==> src/rtl/mux_arb_pkg.sv <==
// Shared types and helpers for the arbitrated N-input mux.
package mux_pkg;

  localparam int unsigned MAX_N     = 16;
  localparam int unsigned MAX_IDX_W = 4;

  typedef enum logic {
    ARB_FIXED = 1'b0,
    ARB_RR    = 1'b1
  } arb_mode_e;

  typedef enum logic {
    ST_EMPTY = 1'b0,
    ST_FULL  = 1'b1
  } out_state_e;

  // Index of the set bit in a one-hot vector (zero vector maps to 0).
  function automatic logic [MAX_IDX_W-1:0] onehot_to_idx(input logic [MAX_N-1:0] oh);
    logic [MAX_IDX_W-1:0] idx;
    idx = '0;
    for (int i = 0; i < MAX_N; i++) begin
      if (oh[i]) idx = idx | MAX_IDX_W'(i);
    end
    return idx;
  endfunction

endpackage

==> src/rtl/mux_arb_arbiter.sv <==
// Combinational one-hot arbiter: lowest-index priority, optionally rotated to start at ptr.
module rr_arbiter #(
  parameter  int unsigned N     = 7,
  localparam int unsigned SEL_W = $clog2(N)
) (
  input  logic [N-1:0]     req,
  input  logic [SEL_W-1:0] ptr,
  input  logic             rr_en,
  output logic [N-1:0]     gnt
);

  logic [SEL_W-1:0] w_shift;
  logic [N-1:0]     w_rot;
  logic [N-1:0]     w_oh;

  // Rotate so ptr sits at bit 0, isolate the lowest set bit, rotate back.
  always_comb begin
    w_shift = rr_en ? ptr : '0;
    w_rot   = N'({req, req} >> w_shift);
    w_oh    = w_rot & (~w_rot + N'(1));
    gnt     = N'(({w_oh, w_oh} << w_shift) >> N);
  end

endmodule

==> src/rtl/mux_arb.sv <==
// N-input valid/ready mux with internal arbitration and a one-entry registered output.
module mux_arb
  import mux_pkg::*;
#(
  parameter  int unsigned WIDTH = 32,
  parameter  int unsigned N     = 7,
  parameter  int          RR    = 1,
  localparam int unsigned SEL_W = $clog2(N)
) (
  input  logic               clk,
  input  logic               rst_n,
  input  logic [N-1:0]       in_valid,
  input  logic [N*WIDTH-1:0] in_data,
  output logic [N-1:0]       in_ready,
  output logic               out_valid,
  output logic [WIDTH-1:0]   out_data,
  output logic [SEL_W-1:0]   out_sel,
  input  logic               out_ready
);

  localparam arb_mode_e MODE = (RR == 0) ? ARB_FIXED : ARB_RR;

  out_state_e       r_state;
  out_state_e       w_next;
  logic [WIDTH-1:0] r_data;
  logic [SEL_W-1:0] r_sel;
  logic [SEL_W-1:0] r_ptr;
  logic [N-1:0]     w_gnt;
  logic             w_load_en;
  logic             w_xfer;
  logic [WIDTH-1:0] w_sel_data;
  logic [SEL_W-1:0] w_idx;
  logic             w_rr_en;

  assign w_rr_en = (MODE == ARB_RR);

  rr_arbiter #(.N(N)) u_arb (
    .req   (in_valid),
    .ptr   (r_ptr),
    .rr_en (w_rr_en),
    .gnt   (w_gnt)
  );

  always_ff @(posedge clk or negedge rst_n) begin
    if (!rst_n) r_state <= ST_EMPTY;
    else        r_state <= w_next;
  end

  always_comb begin
    w_next = r_state;
    if (w_load_en) w_next = w_xfer ? ST_FULL : ST_EMPTY;
  end

  // Handshake decode; in_ready is forced low while reset is held.
  always_comb begin
    out_valid = (r_state == ST_FULL);
    w_load_en = !out_valid || out_ready;
    in_ready  = w_gnt & {N{w_load_en & rst_n}};
    w_xfer    = |in_ready;
  end

  always_comb begin
    w_sel_data = '0;
    for (int i = 0; i < N; i++) begin
      w_sel_data = w_sel_data | (in_data[i*WIDTH +: WIDTH] & {WIDTH{w_gnt[i]}});
    end
    w_idx = SEL_W'(onehot_to_idx(MAX_N'(w_gnt)));
  end

  // Data, source index and RR pointer only move on a transfer.
  always_ff @(posedge clk or negedge rst_n) begin
    if (!rst_n) begin
      r_data <= '0;
      r_sel  <= '0;
      r_ptr  <= '0;
    end else if (w_xfer) begin
      r_data <= w_sel_data;
      r_sel  <= w_idx;
      r_ptr  <= (w_idx == SEL_W'(N-1)) ? '0 : w_idx + SEL_W'(1);
    end
  end

  assign out_data = r_data;
  assign out_sel  = r_sel;

endmodule
==> config.mk <==
export PLATFORM = sky130hd
export DESIGN_NAME = mux_arb
export DESIGN_NICKNAME = d
export VERILOG_FILES = /design/src/rtl/mux_arb_pkg.sv /design/src/rtl/mux_arb_arbiter.sv /design/src/rtl/mux_arb.sv
export SDC_FILE = /design/constraint.sdc
export NUM_CORES = 1
export LEC_CHECK = 0
export ABC_AREA = 1
export CORE_MARGIN = 5
export CORE_UTILIZATION = 29
export DETAILED_ROUTE_END_ITERATION = 16
export MAX_ROUTING_LAYER = met4
export PLACE_DENSITY_LB_ADDON = 0.05
export SLEW_MARGIN = 15
export SYNTH_ARGS = -nofsm -noshare
export SYNTH_HDL_FRONTEND = slang
export SYNTH_SLANG_ARGS = --single-unit
==> constraint.sdc <==
create_clock -name clk -period 2.6 [get_ports clk]
set_clock_uncertainty 0.1 [all_clocks]
set_input_delay 0.52 -clock clk [delete_from_list [all_inputs] [get_ports clk]]
set_output_delay 0.52 -clock clk [all_outputs]
set_load 0.02 [all_outputs]
Word-level counts from Yosys, hierarchy flattened
Index checks and enable logic that the tools add are counted.
{ "word_totals": {"in_bits": 234, "ff_bits": 39, "out_inout_bits": 43} }
{ "classes": {"shift": 2, "n_addsub": 2, "eq_ne": 1, "reduce_logical": 3, "mux": 8, "bitwise_logic": 17} }
{ "ops": {"columns": ["op", "n"], "rows": [
  ["32-bit AND", 7],
  ["32-bit bitwise OR", 6],
  ["7-bit AND", 2],
  ["14-bit by 3-bit left shift with 14-bit output", 1],
  ["14-bit by 3-bit >> shifter with 7-bit output", 1],
  ["3-bit two-way mux", 4],
  ["7-bit by 1-bit adder with 7-bit output, second input constant", 1],
  ["7-bit inverter", 1],
  ["7-bit OR reduction", 1],
  ["2-bit two-way mux", 2],
  ["3-bit by 1-bit adder with 3-bit output, second input constant", 1],
  ["3-bit == test, second input constant", 1],
  ["1-bit two-way mux", 2],
  ["1-bit AND", 1],
  ["1-bit zero test", 1],
  ["1-bit logical OR", 1]
]} }

Longest topological paths before layout
{ "logic_depth": {"ltp_word": 13, "depth_mapped": 22, "mapped_depth_nobuf": 18} }

Cells and area by module
From an unflattened synthesis, not the netlist that was laid out.
{ "hier_totals": {"hier_cells": 683, "area_unflattened_um2": 4045.1} }
{ "by_module_without_submodules": {"columns": ["module", "seq_area_each_um2", "instances", "area_each_um2", "cells_per_inst"], "rows": [
  ["mux_arb", 975.9, 1, 3164.3, 527],
  ["rr_arbiter", 0.0, 1, 880.8, 156]
]} }

Worst setup path after synthesis
OpenSTA, ideal clock, no wires.
{ "synth_timing": {"kind": "flip-flop to output port", "from": "register r_ptr[0]", "to": "output port in_ready[6]", "arrival_ns": 2.047, "stages_incl_launch_ff": 18, "path_buffers": 3, "slack_ns": -0.067, "cell_sequence": "dfrtp_1 -> buf_6 -> inv_4 -> buf_6 -> nand2_1 -> nand3_1 -> nand2_1 -> nand2_1 -> nand2_1 -> nand2_1 -> nor2_1 -> nand3_2 -> nand2_1 -> nand2_1 -> nand3_1 -> nand2_1 -> clkbuf_1 -> nor2_1"} }
{ "synth_via": {"elab_chain_len": 6} }
{ "synth_rtl": {"columns": ["item", "line", "source"], "rows": [
  ["start: declaration", "mux_arb.sv:27", "logic [SEL_W-1:0] r_ptr;"],
  ["start signal: assignment", "mux_arb.sv:79", "r_ptr <= (w_idx == SEL_W'(N-1)) ? '0 : w_idx + SEL_W'(1);"],
  ["14-bit by 3-bit >> shifter with 7-bit output", "mux_arb_arbiter.sv:19", "w_rot = N'({req, req} >> w_shift);"],
  ["7-bit inverter", "mux_arb_arbiter.sv:20", "w_oh = w_rot & (~w_rot + N'(1));"],
  ["7-bit by 1-bit adder with 7-bit output", "mux_arb_arbiter.sv:20", null],
  ["7-bit AND", "mux_arb_arbiter.sv:20", null],
  ["14-bit by 3-bit left shift with 14-bit output *", "mux_arb_arbiter.sv:21", "gnt = N'(({w_oh, w_oh} << w_shift) >> N);"],
  ["7-bit AND *", "mux_arb.sv:58", "in_ready = w_gnt & {N{w_load_en & rst_n}};"],
  ["end: declaration", "mux_arb.sv:14", "output logic [N-1:0] in_ready,"]
]} }
Every way passes the cells marked *; elsewhere a longest branch is shown, timed or not.

Worst setup path after layout
Ends and elaborated chain as after synthesis.

==> key figures <==
Status
  • Status: complete, but fails checks
  • Failing checks: setup timing

Routing
  • Routed wl met2: 12,900 µm
  • Met3 WL: 1950 µm
  • Post-route antenna net violation count: 0
  • Post-Route WL: 26,100 µm
  • First-pass DRT Iterations: 5
  • DRT met1 WL: 10,600 µm
  • Drt drc: 0
  • Initial DRC count: 368
  • Wire length per cell: 18.9 µm
  • DR vias: 6,689
  • Detail-routed via count per cell: 4.84
  • Top Layer Used: met4

Clock network
  • Htree depth: 2
  • CTS root buf: clkbuf_16
  • # clock sinks: 39
  • Hold bufs inserted after CTS: 0
  • Clk Latency, worst-skew pair: 0.28 ns
  • CTS tree: yes
  • CTS buffer count: 5
  • Max clock buf depth: 2
  • CTS clk-pin slew, worst paths: 0.06 ns

Timing
  • Setup slack after layout: -0.278 ns
  • Minimum clock period: 2.88 ns
  • Max_slew headroom: 64.8%
  • Worst-Margin Slew: 0.527 ns
  • F_max: 347 MHz
  • Final period util: 111%
  • Final slew viol count: 0
  • RSZ-0062 raised after global routing: yes
  • Final hold vios: 0
  • # setup viols final: 46

Die
  • Initial Util: 29.2%
  • Core area: 15,700 µm²
  • I/O pin total: 277
  • Chip height: 136 µm
  • Die area: 18,400 µm²
  • Number of core rows: 46
  • Die X: 136 µm

GRT
  • Largest net degree at the start of global routing: 40
  • Gr ovfl total: 0
  • First-pass GRT wire length: 37,600 µm
  • Number of global-route vias before repair: 6,592
  • Initial antenna violation count: 1
  • Total Routing Usage GR: 27.4%

Worst setup path
  • Crit end category: output pin
  • Worst EP required: 1.98 ns
  • Reg2reg end: r_ptr[1]$_DFFE_PN0P_
  • Cells on worst reg2reg path: 23
  • CP max FO: 5
  • Critical path type: reg -> out
  • WP data arrival: 2.26 ns
  • Worst R2R Start: r_ptr[0]$_DFFE_PN0P_
  • Worst R2R Setup Slack: -0.24 ns
  • CP Launch Type: flop

Synth
  • Mean Syn Cell Area: 5.43 µm²
  • Distinct cells, synth: 21
  • Seq/Total Area, Yosys: 21.3%
  • Synth Net Count: 1,078
  • Yosys warns: 0
  • Synth Cell Area: 4580 µm²
  • Synth Instances: 844
  • Yosys reg bits: 39

Placed design
  • Cell Area, Placed: 7760 µm²
  • Routability Congestion: 0.866
  • IO buf count: 276
  • Hpwl dp: 18,600 µm
  • # placed instances: 1,334

Power
  • P_leak: 4.53 nW
  • Worst VDD drop: 0.818 mV
  • PD cells: 1590 nW/µm²

Final layout
  • Final cell count without fillers: 1,381
  • Register area: 978 µm²
  • Area grow syn2layout: 101%
  • Commonest non-fill, non-tap cell in the layout: nand2_1
  • Nets: 1,397
  • Most frequent cells in the layout: nand2_1 (287), clkdlybuf4s50_1 (261), nand3_1 (174)
  • Fin area: 9230 µm²
  • Layout cells sized above 1: 23.2%
  • Fill count: 1,550
  • Multi-input combinational cell area: 3770 µm²

Job
  • Max-cap violation count: 0

Worst hold path
  • Hold WC Path Type: in -> async
## kinds of logic after synthesis
| logic type | Yosys count | synth area share [%] |
|---|---|---|
| buf+inv | 96 | 10.4 |
| compound gates | 4 | 0.491 |
| flops | 39 | 21.3 |
| simple gates | 705 | 67.8 |
## area by class of cell
type / count / area share (%)
Timing Repair Buffer: 365 / 42.2
Clock buffer: 6 / 1.40
Antenna cell: 1 / 0.0271
Tap cell: 216 / 2.93
Sequential cell: 39 / 10.6
Inverter: 43 / 1.86
Clock inverter: 2 / 0.136
Multi-Input combinational cell: 709 / 40.8
## flip-flops by register name, summed over array words and instances, names as in the netlist
signal,flops
out_data,32
out_sel,3
out_valid,1
r_ptr,3
## worst max-delay path: stages, from the launching register on
cell and delay, ns:
dfrtp_2 0.41, buf_6 0.15, buf_6 0.12, nand2_4 0.06
nand3_4 0.08, nand2_2 0.07, nand2_2 0.06, nand2_4 0.08
nand2_4 0.07, nor2_4 0.16, nand3_4 0.12, nand3_4 0.09
nand2_2 0.06, buf_6 0.12, nand2_4 0.06, nand2_4 0.06
nor2_4 0.08, buf_6 0.12
## report_power, final
group | switching, mW | internal (mW)
Clock | 0.249 | 0.354
Sequential | 0.259 | 0.983
Combinational | 7.43 | 5.45
## through the flow
stage                     setup slack [ns]  util (%)  total power [mW]  hold slack, ns  setup TNS, ns
after floorplan                     0.0133         -              7.24           0.124              0
after global placement              -0.930      49.4              11.0           0.360         -28.05
after detailed placement            -0.911      49.4              11.0           0.362         -28.30
after CTS                           -0.305      54.6              13.4           0.258          -3.69
after global routing                -0.407      58.7              15.9           0.296         -15.16
final                               -0.278      58.7              14.7           0.233          -9.74
## worst max path at each step
stage                    startpoint          end  cells past startpoint
2_1_floorplan  r_ptr[0]$_DFFE_PN0P_  in_ready[6]                     17
3_3_place_gp            in_valid[1]  in_ready[5]                     15
3_5_place_dp            in_valid[2]  in_ready[5]                     15
4_1_cts        r_ptr[0]$_DFFE_PN0P_  in_ready[6]                     17
5_1_grt        r_ptr[0]$_DFFE_PN0P_  in_ready[4]                     15
6_report       r_ptr[0]$_DFFE_PN0P_  in_ready[6]                     17
## routing by layer
metal,vias to the layer above,global-route usage (%)
li1,3354,-
met1,3024,33.0
met2,268,46.8
met3,43,5.57
met4,0,7.67
met5,-,-
## repair_timing
| item | in CTS | in global routing |
|---|---|---|
| pin swaps | 45 | 33 |
| resized for setup | 154 | 102 |
| setup endpoints to repair | 46 | 46 |
| cloned | 7 | 4 |
| buffers inserted | 11 | 18 |
## cell usage after synthesis
cell type / count / share of area (%)
nand3_1: 230 / 25
buf_2: 26 / 2.8
nand2_1: 341 / 28
inv_2: 3 / 0.25
a21oi_1: 1 / 0.11
inv_1: 39 / 3.2
clkbuf_1: 8 / 0.66
buf_6: 6 / 1.5
nor2_2: 3 / 0.41
buf_1: 3 / 0.25
inv_4: 1 / 0.14
nand2_4: 3 / 0.74
o211ai_1: 1 / 0.16
nand3_2: 19 / 4.1
buf_4: 10 / 1.6
nor2_1: 103 / 8.4
nand2_2: 3 / 0.41
nor2_4: 2 / 0.49
o21ai_0: 2 / 0.22
nand4_1: 1 / 0.14
dfrtp_1: 39 / 21
(Power assumes the default switching activity.)
